[src/rtl/dds_spi_master.sv]
// SPI transmitter that loads the DDS frequency or phase-shift register from the sys_clk domain.
// Handshake: a command transfers on the rising sys_clk edge where cmd_valid && cmd_ready; cmd_ready is high only in IDLE.
module dds_spi_master #(
  parameter int ACC_LENGTH   = 48,
  parameter int PHASE_LENGTH = 16,
  parameter int CLK_DIV      = 2,
  parameter int GAP_CYCLES   = 4
) (
  input  logic                  sys_clk,
  input  logic                  rst,
  input  logic                  cmd_valid,
  output logic                  cmd_ready,
  input  logic                  cmd_sel,
  input  logic [ACC_LENGTH-1:0] cmd_data,
  output logic                  spi_clk,
  output logic                  spi_data,
  output logic                  freq_cs,
  output logic                  phaseshift_cs,
  output logic                  busy,
  output logic                  done,
  output logic [2:0]            dbg_state_o
);

  localparam int CNT_MAX = (CLK_DIV > GAP_CYCLES) ? CLK_DIV : GAP_CYCLES;
  localparam int CW      = $clog2(CNT_MAX);
  localparam int BW      = $clog2(ACC_LENGTH + 1);
  localparam logic [CW-1:0] HALF_M1 = CW'(CLK_DIV - 1);
  localparam logic [CW-1:0] GAP_M1  = CW'(GAP_CYCLES - 1);

  typedef enum logic [2:0] {
    S_IDLE  = 3'd0,
    S_SETUP = 3'd1,
    S_HIGH  = 3'd2,
    S_LOW   = 3'd3,
    S_TAIL  = 3'd4,
    S_GAP   = 3'd5
  } state_t;

  state_t                state_q, state_d;
  logic [CW-1:0]         cnt_q, cnt_d;
  logic [BW-1:0]         bits_q, bits_d;
  logic [ACC_LENGTH-1:0] shreg_q, shreg_d;
  logic                  sel_q, sel_d;
  logic                  spi_clk_q, spi_clk_d;
  logic                  spi_data_q, spi_data_d;
  logic                  freq_cs_q, freq_cs_d;
  logic                  ps_cs_q, ps_cs_d;
  logic                  busy_q, busy_d;
  logic                  done_q, done_d;
  logic                  last;
  logic                  cs_on;

  assign last = (cnt_q == '0);

  always_ff @(posedge sys_clk) begin
    if (rst) begin
      state_q    <= S_IDLE;
      cnt_q      <= '0;
      bits_q     <= '0;
      shreg_q    <= '0;
      sel_q      <= 1'b0;
      spi_clk_q  <= 1'b0;
      spi_data_q <= 1'b0;
      freq_cs_q  <= 1'b0;
      ps_cs_q    <= 1'b0;
      busy_q     <= 1'b0;
      done_q     <= 1'b0;
    end else begin
      state_q    <= state_d;
      cnt_q      <= cnt_d;
      bits_q     <= bits_d;
      shreg_q    <= shreg_d;
      sel_q      <= sel_d;
      spi_clk_q  <= spi_clk_d;
      spi_data_q <= spi_data_d;
      freq_cs_q  <= freq_cs_d;
      ps_cs_q    <= ps_cs_d;
      busy_q     <= busy_d;
      done_q     <= done_d;
    end
  end

  // The word is MSB-aligned in the shift register so the bit on the wire is always shreg[top].
  always_comb begin
    state_d = state_q;
    cnt_d   = cnt_q;
    bits_d  = bits_q;
    shreg_d = shreg_q;
    sel_d   = sel_q;
    if (state_q != S_IDLE && !last) begin
      cnt_d = cnt_q - CW'(1);
    end
    case (state_q)
      S_IDLE: begin
        if (cmd_valid) begin
          state_d = S_SETUP;
          cnt_d   = HALF_M1;
          sel_d   = cmd_sel;
          if (cmd_sel) begin
            bits_d  = BW'(PHASE_LENGTH);
            shreg_d = ACC_LENGTH'(cmd_data[PHASE_LENGTH-1:0]) << (ACC_LENGTH - PHASE_LENGTH);
          end else begin
            bits_d  = BW'(ACC_LENGTH);
            shreg_d = cmd_data;
          end
        end
      end
      S_SETUP: begin
        if (last) begin
          state_d = S_HIGH;
          cnt_d   = HALF_M1;
        end
      end
      S_HIGH: begin
        if (last) begin
          cnt_d = HALF_M1;
          if (bits_q == BW'(1)) begin
            state_d = S_TAIL;
          end else begin
            state_d = S_LOW;
            shreg_d = shreg_q << 1;
            bits_d  = bits_q - BW'(1);
          end
        end
      end
      S_LOW: begin
        if (last) begin
          state_d = S_HIGH;
          cnt_d   = HALF_M1;
        end
      end
      S_TAIL: begin
        if (last) begin
          state_d = S_GAP;
          cnt_d   = GAP_M1;
        end
      end
      S_GAP: begin
        if (last) begin
          state_d = S_IDLE;
        end
      end
      default: begin
        state_d = S_IDLE;
      end
    endcase
  end

  // Outputs are computed from the next state so the registered pins line up with the state they belong to.
  always_comb begin
    cs_on      = (state_d == S_SETUP) || (state_d == S_HIGH) ||
                 (state_d == S_LOW)   || (state_d == S_TAIL);
    spi_clk_d  = (state_d == S_HIGH);
    freq_cs_d  = cs_on && !sel_d;
    ps_cs_d    = cs_on && sel_d;
    spi_data_d = ((state_d == S_SETUP) || (state_d == S_HIGH) || (state_d == S_LOW)) &&
                 shreg_d[ACC_LENGTH-1];
    busy_d     = (state_d != S_IDLE);
    done_d     = (state_q == S_GAP) && (state_d == S_IDLE);
  end

  assign cmd_ready     = (state_q == S_IDLE);
  assign spi_clk       = spi_clk_q;
  assign spi_data      = spi_data_q;
  assign freq_cs       = freq_cs_q;
  assign phaseshift_cs = ps_cs_q;
  assign busy          = busy_q;
  assign done          = done_q;
  assign dbg_state_o   = state_q;

endmodule

[config.mk]
export PLATFORM = sky130hd
export DESIGN_NAME = dds_spi_master
export DESIGN_NICKNAME = d
export VERILOG_FILES = /design/src/rtl/dds_spi_master.sv
export SDC_FILE = /design/constraint.sdc
export NUM_CORES = 1
export LEC_CHECK = 0
export ABC_CLOCK_PERIOD_IN_PS = 1550
export BUFFER_PORTS_ARGS = -buffer_cell sky130_fd_sc_hd__buf_2
export CAP_MARGIN = 40
export CELL_PAD_IN_SITES_DETAIL_PLACEMENT = 1
export CELL_PAD_IN_SITES_GLOBAL_PLACEMENT = 1
export CORE_MARGIN = 5
export CORE_UTILIZATION = 35
export CTS_BUF_LIST = sky130_fd_sc_hd__clkbuf_8
export DETAILED_ROUTE_END_ITERATION = 8
export GPL_TIMING_DRIVEN = 0
export PLACE_DENSITY_LB_ADDON = 0.1
export SYNTH_ARGS = -nofsm -noshare
export SYNTH_HDL_FRONTEND = slang
export SYNTH_SLANG_ARGS = --single-unit
[constraint.sdc]
create_clock -name sys_clk -period 1.55 [get_ports sys_clk]
set_clock_uncertainty 0.05 [all_clocks]
set_input_delay 0.0775 -clock sys_clk [delete_from_list [all_inputs] [get_ports sys_clk]]
set_output_delay 0.0775 -clock sys_clk [all_outputs]
set_load 0.02 [all_outputs]
==> impl_metrics.env, run 1 <==
export IMPL_initial_core_util_pct=35.54
export IMPL_synth_compound_area_share_pct=21.52
export IMPL_cts_sinks=66
export IMPL_dp_final_hpwl_um=7223
export IMPL_synth_seq_cells=66
export IMPL_worstReg2RegEnd="shreg_q[13]"
export IMPL_synth_net_count=415
export IMPL_power_frac_clock_pct=23.3
export IMPL_leakagePower_uw=0.001968
export IMPL_clk_latency_ns=0.35
export IMPL_slowest_stage="or4b_4"
export IMPL_internal_power_uw=3532
export IMPL_fp_coreArea_sq_mm=0.008636
export IMPL_crit_path_cell_trace="or4b_4 -> buf_12 -> clkbuf_16 -> a221oi_4 -> nor3_2"
export IMPL_cts_root_buf="clkbuf_8"
export IMPL_max_stage_delay_ns=0.58
export IMPL_drc=0
export IMPL_cts_buffers=9
export IMPL_failed_checks="negative hold slack, negative setup slack"
export IMPL_startpoint_type="register"
export IMPL_crit_family="simple AND/OR/NAND/NOR gates"
export IMPL_p_total_uw=5406
export IMPL_drv_slew=0
export IMPL_synthSimpleGateAreaFrac_pct=21.44
export IMPL_outcome="finished with violations"
export IMPL_synth_top_family_by_area="compound AO/OA/AOI/OAI gates"
export IMPL_netlist_instances=360
export IMPL_yosysWarnings=0
export IMPL_grt_start_max_net_pins=12
export IMPL_via_per_inst=5.362
export IMPL_synth_fa_ha_area_share_pct=1.223
export IMPL_crit_end="shreg_q[13]"
export IMPL_crit_type="register to register"
export IMPL_synth_xor_area_share_pct=0.5707
export IMPL_path_clk_slew_ns=0.08
export IMPL_worst_hold_slack_ns=-0.006508
export IMPL_endpoint_kind="register"
export IMPL_area_growth_pct=55.36
export IMPL_worst_pin_slew_ns=0.8154
export IMPL_ir_drop_mv=0.4541
export IMPL_antennaDiodeCount=0
export IMPL_synth_distinct_cells=44
export IMPL_p_sw_share_pct=34.67
export IMPL_ant_nets=0
export IMPL_grtUsageTotal_pct=20.18
export IMPL_hold_path_class="primary input to register"
export IMPL_cp_data_required_time_ns=1.72
export IMPL_hp_start="cmd_data[2]"
export IMPL_rows=34
export IMPL_cts_max_path_buffers=2
export IMPL_p_per_area_mw_per_mm2=1134
export IMPL_reg2reg_from="dbg_state_o[2]"
export IMPL_die_height_um=103.6
export IMPL_cts_max_level=3
export IMPL_cp_depth=5
export IMPL_fin_nets=526
export IMPL_setup_viol=60
export IMPL_rrSetupSlack_ns=-0.24
export IMPL_dieArea_sq_mm=0.01074
export IMPL_cp_arrival_ns=1.96
export IMPL_fin_util_pct=55.22
export IMPL_antenna_found_initial=0
export IMPL_io_buffers=60
export IMPL_maxCapViolations=0
export IMPL_startpoint="dbg_state_o[2]"
export IMPL_die_w_um=103.6
export IMPL_first_pass_iters=4
export IMPL_grt_pass1_vias=3406
export IMPL_finalCritPeriodShare_pct=115.5
export IMPL_synthMuxAreaShare_pct=5.870
export IMPL_synth_seq_area_share_pct=43.05
export IMPL_seq_power_share_pct=38.4
export IMPL_num_vias=3126
export IMPL_pwr_share_comb_pct=38.3
export IMPL_cts_tree="yes"
export IMPL_period_needed_ns=1.790
export IMPL_fillerInstances=966
export IMPL_syn_avg_cell_area_sq_um=8.526
export IMPL_drive_gt1_share_pct=41.26
export IMPL_totalWireLength_um=11000
export IMPL_drt_iter0_drc=67
export IMPL_reg2regPathDepth=5
export IMPL_relSlewSlack_pct=45.64
export IMPL_hold_viol=1
export IMPL_wire_per_inst_um=18.87
export IMPL_worst_path_buf_inv=2
export IMPL_switchingPower_uw=1874
export IMPL_finalWorstSetupSlack_ns=-0.2399
export IMPL_ios=62
export IMPL_grt_ovfl_total=0
export IMPL_gp_congestion=0.7702
export IMPL_clock_fmax_mhz=558.7
export IMPL_netlist_area_sq_mm=0.003069
export IMPL_rsz0062_at_grt="true"
export IMPL_critPathMaxFanout=6
export IMPL_grt_pass1_wl_um=17760
## worst register-to-register path, cell delays in order (launching register included)
cell and delay, ns:
dfxtp_2 0.35, or4b_4 0.58, buf_12 0.18, clkbuf_16 0.16, a221oi_4 0.28, nor3_2 0.05
## worst min path at each step
stage | depth (start not counted) | endpoint
3_5_place_dp | 3 | shreg_q[0]
2_1_floorplan | 1 | busy
3_3_place_gp | 3 | shreg_q[0]
4_1_cts | 3 | shreg_q[8]
5_1_grt | 3 | shreg_q[10]
6_report | 3 | shreg_q[2]
## power groups by stage
stage	clock network (uW)	registers [uW]	logic, uW
3_5_place_dp	0	2110	1530
6_report	1260	2080	2070
4_1_cts	1290	2070	1980
3_3_place_gp	0	2110	1490
2_1_floorplan	0	2110	1120
5_1_grt	1350	2100	2230
## logic make-up after synthesis
| group | Yosys count |
|---|---|
| compound gates | 93 |
| xor+xnor | 2 |
| fa+ha+maj | 3 |
| buf+inv | 44 |
| flops | 66 |
| mux | 18 |
| simple gates | 134 |
## state kept, by name, summed over array words and instances (netlist names), 2 cells and up
signal	flops
dbg_state_o	3
cnt_q	2
bits_q	6
shreg_q	48
## placed cells by master, fill, tap and decap left out, drive strengths merged, types with 2 or more instances in the layout
cell type    netlist  layout
mux2i             18      18
nor3              35      35
o311a              2       2
a211oi             3       3
ha                 3       3
nor4               2       2
dlygate4sd3        0      18
nor4b              2       2
clkbuf            15      26
buf               21      99
a31oi              2       2
nand2b             2       2
o21ai              4       4
dfxtp             66      66
xnor2              2       2
or3                3       3
nor2              59      59
inv                8       8
a21oi             35      35
nand3             17      17
nand2              5       5
a311oi             3       3
a221oi            33      33
clkinv             0       4
a21o               3       3
clkinvlp           0       2
## per-stage QoR
| step | area (sq um) | TNS [ns] | setup slack [ns] | std cells | hold slack [ns] |
|---|---|---|---|---|---|
| 2_1_floorplan | 3421 | -5.636 | -0.1153 | 360 | 0.1262 |
| 3_3_place_gp | 3856 | -16.51 | -0.3929 | 528 | 0.3140 |
| 3_5_place_dp | 3867 | -17.33 | -0.4053 | 529 | 0.3275 |
| 4_1_cts | 4671 | -11.40 | -0.2386 | 583 | 0.001341 |
| 5_1_grt | 4768 | -13.10 | -0.2793 | 583 | 0.01174 |
| 6_report | 4768 | -9.749 | -0.2399 | 583 | -0.006508 |
## layer usage
metal,GRT usage [%],up-vias,wire (um)
met1,25.49,1521,5040
met4,4.873,0,85
met3,4.851,9,349
met2,34.47,42,5524
met5,0,-,0
li1,-,1554,-
## synthesized netlist by cell type, drive strengths merged
master   instances  area, sq um
o31ai            1        7.510
a311oi           3        26.28
a211oi           3        22.52
nand3           17        85.08
xnor2            2        17.52
o311a            2        20.02
or4              1        7.510
a2111oi          1        15.01
nand4b           1        8.760
dfxtp           66         1321
a32oi            1        8.760
ha               3        37.54
a21oi           35        175.2
nand4bb          1        11.26
a21boi           1        7.510
nor3b            1        7.510
nand3b           1        7.510
nor3            35        175.2
a21o             3        22.52
buf             21        107.6
inv              8        30.03
a41oi            1        8.760
clkbuf          15        56.30
o211ai           1        7.510
and2             1        6.260
nor2b            1        6.260
and4             1        8.760
o21ai            4        20.02
o211a            1        10.01
a221oi          33        289.0
or3              3        18.77
nand2b           2        12.51
or4b             1        10.01
nor4             2        27.53
mux2i           18        180.2
o21bai           1        7.510
nor4b            2        17.52
a31oi            2        12.51
nand2            5        18.77
nor2            59        229.0
## what timing repair did
item	CTS	global route
gates cloned	6	1
buffers inserted	16	2
pin swaps	7	13
endpoints found under the hold margin	18	0
setup endpoints to repair	62	64
hold buffers	18	0
resized for setup	43	35
## final cells by class
| cell class | count | area, sq um | share of cell area, % |
|---|---|---|---|
| inverters | 8 | 30.03 | 0.6298 |
| multi-input cells | 250 | 1951 | 40.91 |
| flip-flops and latches | 66 | 1339 | 28.08 |
| repair buffers | 102 | 805.8 | 16.90 |
| well taps | 108 | 135.1 | 2.834 |
| plain buffers | 34 | 349.1 | 7.321 |
| clock inverters | 6 | 35.03 | 0.7347 |
| clock buffers | 9 | 123.9 | 2.598 |
Note: power is estimated with default switching activity, not from simulation.
==> run 2: changes to the inputs <==
--- a/constraint.sdc
+++ b/constraint.sdc
@@ -4,2 +4,2 @@
 set_output_delay 0.0775 -clock sys_clk [all_outputs]
-set_load 0.02 [all_outputs]
+set_load 0.01 [all_outputs]
==> impl_metrics.env, run 2 (synthesis gave the netlist of run 1 again) <==
export IMPL_startpoint_type="register"
export IMPL_final_common_cell="buf_2"
export IMPL_gp_congestion=0.7790
export IMPL_finalCritPeriodShare_pct=116.0
export IMPL_largest_reg_flops=48
export IMPL_clock_fmax_mhz=556.1
export IMPL_ant_nets=0
export IMPL_p_total_uw=5801
export IMPL_layout_cells_most_common_list="62 x buf_2, 57 x dfxtp_1, 45 x nor2_1"
export IMPL_area_growth_pct=61.03
export IMPL_antennaDiodeCount=0
export IMPL_finalWorstSetupSlack_ns=-0.2481
export IMPL_drc=0
export IMPL_grt_ovfl_total=0
export IMPL_instances_no_fill=596
export IMPL_preCtsSetupSlack_ns=-0.4309
export IMPL_worst_pin_slew_ns=0.8783
export IMPL_pwr_share_comb_pct=35.0
export IMPL_internal_power_uw=3893
export IMPL_drive_gt1_share_pct=42.83
export IMPL_setup_viol=58
export IMPL_antenna_found_initial=0
export IMPL_die_height_um=103.6
export IMPL_grt_pass1_vias=3443
export IMPL_reg2reg_from="dbg_state_o[0]"
export IMPL_die_w_um=103.6
export IMPL_ios=62
export IMPL_regMostFlops="shreg_q"
export IMPL_critPathMaxFanout=5
export IMPL_startpoint="dbg_state_o[0]"
export IMPL_first_pass_iters=4
export IMPL_max_stage_delay_ns=0.62
export IMPL_dieArea_sq_mm=0.01074
export IMPL_num_vias=3248
export IMPL_rsz0062_at_grt="true"
export IMPL_maxCapViolations=0
export IMPL_multi_input_area_sq_mm=0.002001
export IMPL_clk_latency_ns=0.35
export IMPL_fp_coreArea_sq_mm=0.008636
export IMPL_cp_data_required_time_ns=1.71
export IMPL_fin_nets=538
export IMPL_p_sw_share_pct=32.90
export IMPL_cts_buffers=9
export IMPL_cts_sinks=66
export IMPL_placedInstanceArea_sq_mm=0.003849
export IMPL_rrSetupSlack_ns=-0.25
export IMPL_seq_area_sq_mm=0.001345
export IMPL_io_buffers=60
export IMPL_worstHoldPathCells=3
export IMPL_path_clk_slew_ns=0.08
export IMPL_crit_end="shreg_q[27]"
export IMPL_final_area_sq_mm=0.004942
export IMPL_endpoint_kind="register"
export IMPL_period_needed_ns=1.798
export IMPL_cts_max_path_buffers=2
export IMPL_leakagePower_uw=0.002018
export IMPL_switchingPower_uw=1908
export IMPL_cts_tree="yes"
export IMPL_via_per_inst=5.450
export IMPL_relSlewSlack_pct=41.45
export IMPL_failed_checks="negative setup slack"
export IMPL_seq_power_share_pct=36.0
export IMPL_rows=34
export IMPL_cp_arrival_ns=1.96
export IMPL_dp_final_hpwl_um=7143
export IMPL_fin_util_pct=57.23
export IMPL_crit_path_cell_trace="or4b_4 -> buf_6 -> clkbuf_16 -> a221oi_4 -> nor3_2"
export IMPL_power_frac_clock_pct=29.0
export IMPL_grt_start_max_net_pins=13
export IMPL_grt_pass1_wl_um=17640
export IMPL_totalWireLength_um=11300
export IMPL_dp_cells=529
export IMPL_reg2regPathDepth=5
export IMPL_grtUsageTotal_pct=19.99
export IMPL_cts_root_buf="clkbuf_8"
export IMPL_crit_type="register to register"
export IMPL_hold_viol=0
export IMPL_initial_core_util_pct=35.54
export IMPL_wire_per_inst_um=18.96
export IMPL_worstReg2RegEnd="shreg_q[27]"
export IMPL_outcome="finished with violations"
export IMPL_fillerInstances=960
export IMPL_hold_path_class="primary input to register"
export IMPL_drv_slew=0
export IMPL_p_per_area_mw_per_mm2=1174
export IMPL_slowest_stage="or4b_4"
export IMPL_cts_max_level=3
export IMPL_drt_iter0_drc=80
export IMPL_ir_drop_mv=0.5791
run 2: changes by cell type in the layout (fill, tap and decap cells not counted), sizes merged:
cell         delta
dlygate4sd3    +11
buf             +8
clkinv          -3
clkbuf          -5
bufinv          +2
inv             +1
bufbuf          -1
run 2: what timing repair did:
action | 4_1_cts | 5_1_grt
cloned | 0 | 2
hold buffers | 28 | 1
endpoints found under the hold margin | 27 | 1
endpoints found under the setup margin | 64 | 62
buffers inserted | 15 | 9
gates resized for setup | 44 | 64
pin swaps | 10 | 18
run 2: metal layers:
layer  GRT usage, %  up-vias  share of wire [%]
met5              0        -                  0
met1          25.58     1605                 45
li1               -     1578                  -
met4          6.935        0                1.5
met2          33.83       52                 51
met3          3.296       13                3.2
run 2: cell type report:
class                           instances  area share [%]
Buffer                                 32           6.608
Clock buffer                           10           2.785
Clock inverter                          6           1.797
Inverter                                8          0.6076
Multi-Input combinational cell        250           40.48
Sequential cell                        66           27.22
Tap cell                              108           2.734
Timing Repair Buffer                  116           17.77
run 2: power by group through the flow:
| stage | combinational, uW | clock, uW | sequential, uW |
|---|---|---|---|
| after floorplan | 1100 | 0 | 2080 |
| after detailed placement | 1500 | 0 | 2110 |
| final | 2030 | 1680 | 2090 |
| after CTS | 1790 | 1730 | 2080 |
| after global routing | 2190 | 1800 | 2110 |
| after global placement | 1450 | 0 | 2100 |
run 2: critical path: cells and delay by family (launching register included):
kind	cells	cell delay (ns)
and+or+nand+nor	2	0.67
DFF	1	0.36
buffers and inverters	2	0.32
AOI/OAI and AO/OA	1	0.27
run 2: how the worst min path moves through the flow:
stage | from | end | slack, ns
2_1_floorplan | rst | busy | 0.13
3_3_place_gp | cmd_data[0] | shreg_q[0] | 0.31
3_5_place_dp | rst | busy | 0.32
4_1_cts | rst | bits_q[0] | 0.0003
5_1_grt | cmd_data[14] | shreg_q[14] | 0.004
6_report | cmd_data[15] | shreg_q[15] | 0.007
run 2: per-stage QoR:
stage | hold WS [ns] | TNS (ns)
4_1_cts | 0.0002932 | -9.146
6_report | 0.006988 | -9.319
3_3_place_gp | 0.3131 | -16.66
3_5_place_dp | 0.3241 | -18.55
5_1_grt | 0.004412 | -13.20
2_1_floorplan | 0.1262 | -5.195
==> run 3: changes to the inputs <==
- CELL_PAD_IN_SITES_DETAIL_PLACEMENT: 1 -> 2
- CELL_PAD_IN_SITES_GLOBAL_PLACEMENT: 1 -> 2
- CORE_UTILIZATION: 35 -> 30
==> impl_metrics.env, run 3 (synthesis gave the netlist of run 1 again) <==
export IMPL_dieArea_sq_mm=0.01235
export IMPL_worst_pin_slew_ns=0.9081
export IMPL_path_clk_slew_ns=0.09
export IMPL_startpoint_type="register"
export IMPL_die_height_um=111.1
export IMPL_die_w_um=111.1
export IMPL_worst_path_buf_inv=2
export IMPL_fin_nets=543
export IMPL_io_buffers=60
export IMPL_rows=37
export IMPL_finalWorstSetupSlack_ns=-0.3079
export IMPL_first_pass_iters=4
export IMPL_worstReg2RegEnd="shreg_q[44]"
export IMPL_drc=0
export IMPL_reg2regPathDepth=6
export IMPL_cts_tree="yes"
export IMPL_cp_arrival_ns=2.10
export IMPL_grt_pass1_vias=3763
export IMPL_maxCapViolations=0
export IMPL_wire_per_inst_um=23.67
export IMPL_drive_gt1_share_pct=46.34
export IMPL_dp_cells=557
export IMPL_max_stage_delay_ns=0.60
export IMPL_setup_viol=62
export IMPL_instances_no_fill=628
export IMPL_hold_end="shreg_q[4]"
export IMPL_num_vias=3359
export IMPL_hold_viol=5
export IMPL_cp_data_required_time_ns=1.79
export IMPL_crit_family="simple AND/OR/NAND/NOR gates"
export IMPL_crit_type="register to register"
export IMPL_leakagePower_uw=0.002108
export IMPL_rsz0062_at_grt="true"
export IMPL_endpoint_kind="register"
export IMPL_ios=62
export IMPL_via_per_inst=5.349
export IMPL_crit_path_cell_trace="or4b_4 -> buf_8 -> buf_6 -> nor2_1 -> a21oi_1 -> a21oi_1"
export IMPL_regMostFlops="shreg_q"
export IMPL_critPathMostFrequentCell="a21oi_1"
export IMPL_p_per_area_mw_per_mm2=1179
export IMPL_final_common_cell="buf_2"
export IMPL_cts_root_buf="clkbuf_8"
export IMPL_clk_latency_ns=0.37
export IMPL_cts_buffers=9
export IMPL_startpoint="dbg_state_o[2]"
export IMPL_grt_pass1_wl_um=21090
export IMPL_grtUsageTotal_pct=21.56
export IMPL_cts_max_path_buffers=2
export IMPL_reg2reg_from="dbg_state_o[2]"
export IMPL_drv_slew=0
export IMPL_worst_hold_slack_ns=-0.02092
export IMPL_initial_core_util_pct=30.27
export IMPL_ir_drop_mv=0.3878
export IMPL_gp_congestion=0.7698
export IMPL_slowest_stage="or4b_4"
export IMPL_outcome="finished with violations"
export IMPL_clock_fmax_mhz=538.2
export IMPL_grt_ovfl_total=0
export IMPL_worstHoldPathCells=3
export IMPL_antennaDiodeCount=0
export IMPL_hold_path_class="primary input to register"
export IMPL_cts_sinks=66
export IMPL_period_needed_ns=1.858
export IMPL_relSlewSlack_pct=39.46
export IMPL_layout_cells_most_common_list="62 x buf_2, 55 x dfxtp_1, 47 x nor2_1"
export IMPL_area_growth_pct=68.69
export IMPL_dp_final_hpwl_um=8169
export IMPL_largest_reg_flops=48
export IMPL_rrSetupSlack_ns=-0.31
export IMPL_hp_start="cmd_data[4]"
export IMPL_totalWireLength_um=14860
export IMPL_finalCritPeriodShare_pct=119.9
export IMPL_fp_coreArea_sq_mm=0.01014
export IMPL_grt_start_max_net_pins=11
export IMPL_drt_iter0_drc=104
export IMPL_critPathMaxFanout=10
export IMPL_failed_checks="negative hold slack, negative setup slack"
export IMPL_ant_nets=0
export IMPL_antenna_found_initial=0
export IMPL_cts_max_level=3
run 3: cell types whose count changed in the layout (fill, tap and decap cells not counted), sizes merged:
cell / before / now
buf: 107 / 123
clkdlybuf4s15: 1 / 0
clkbuf: 21 / 22
dlygate4sd3: 29 / 20
bufinv: 2 / 1
clkinvlp: 2 / 0
run 3: worst max-delay path by stage:
stage / cells after the start / slack [ns] / end
final: 6 / -0.31 / shreg_q[44]
after global placement: 7 / -0.42 / shreg_q[46]
after floorplan: 5 / -0.10 / bits_q[5]
after CTS: 5 / -0.26 / shreg_q[4]
after detailed placement: 7 / -0.51 / shreg_q[46]
after global routing: 6 / -0.38 / shreg_q[44]
run 3: per-layer routing:
layer	vias up	routed length [um]	GRT usage (%)	part of all wire, %
li1	1589	-	-	-
met1	1678	6345	26.58	43
met2	67	7577	37.22	51
met3	25	496	4.094	3.3
met4	0	444	8.110	3.0
met5	-	0	0	0
run 3: layout make-up:
class                   instances  area, sq um
fillers                      1039         4961
plain buffers                  33        390.4
repair buffers                120        958.4
flip-flops and latches         66         1350
well taps                     136        170.2
inverters                       8        30.03
multi-input cells             250         2074
clock inverters                 3        38.79
clock buffers                  12        165.2
run 3: worst min-delay path, cell delays in order:
cell,delay (ns)
buf_2,0.10
a221oi_2,0.06
nor3_1,0.12
run 3: repair_timing:
action,CTS,global route
resized for setup,65,79
hold buffers,20,0
setup endpoints to repair,65,65
setup buffers,19,20
endpoints found under the hold margin,19,0
cloned,3,2
pin swaps,14,30
run 3: report_power, final:
part	switching, uW	internal [uW]
Clock	760	860
Combinational	1190	1180
Sequential	194	1920
run 3: through the flow:
stage	area, sq um	utilization [%]	TNS [ns]	setup slack [ns]	total power, uW
after global placement	3872	38.20	-17.88	-0.4199	3571
after global routing	5177	51.07	-16.00	-0.3778	6389
after detailed placement	3884	38.31	-21.22	-0.5073	3641
after CTS	4792	47.27	-10.46	-0.2617	5638
final	5177	51.07	-12.52	-0.3079	6106
after floorplan	3402	-	-5.195	-0.1042	3181
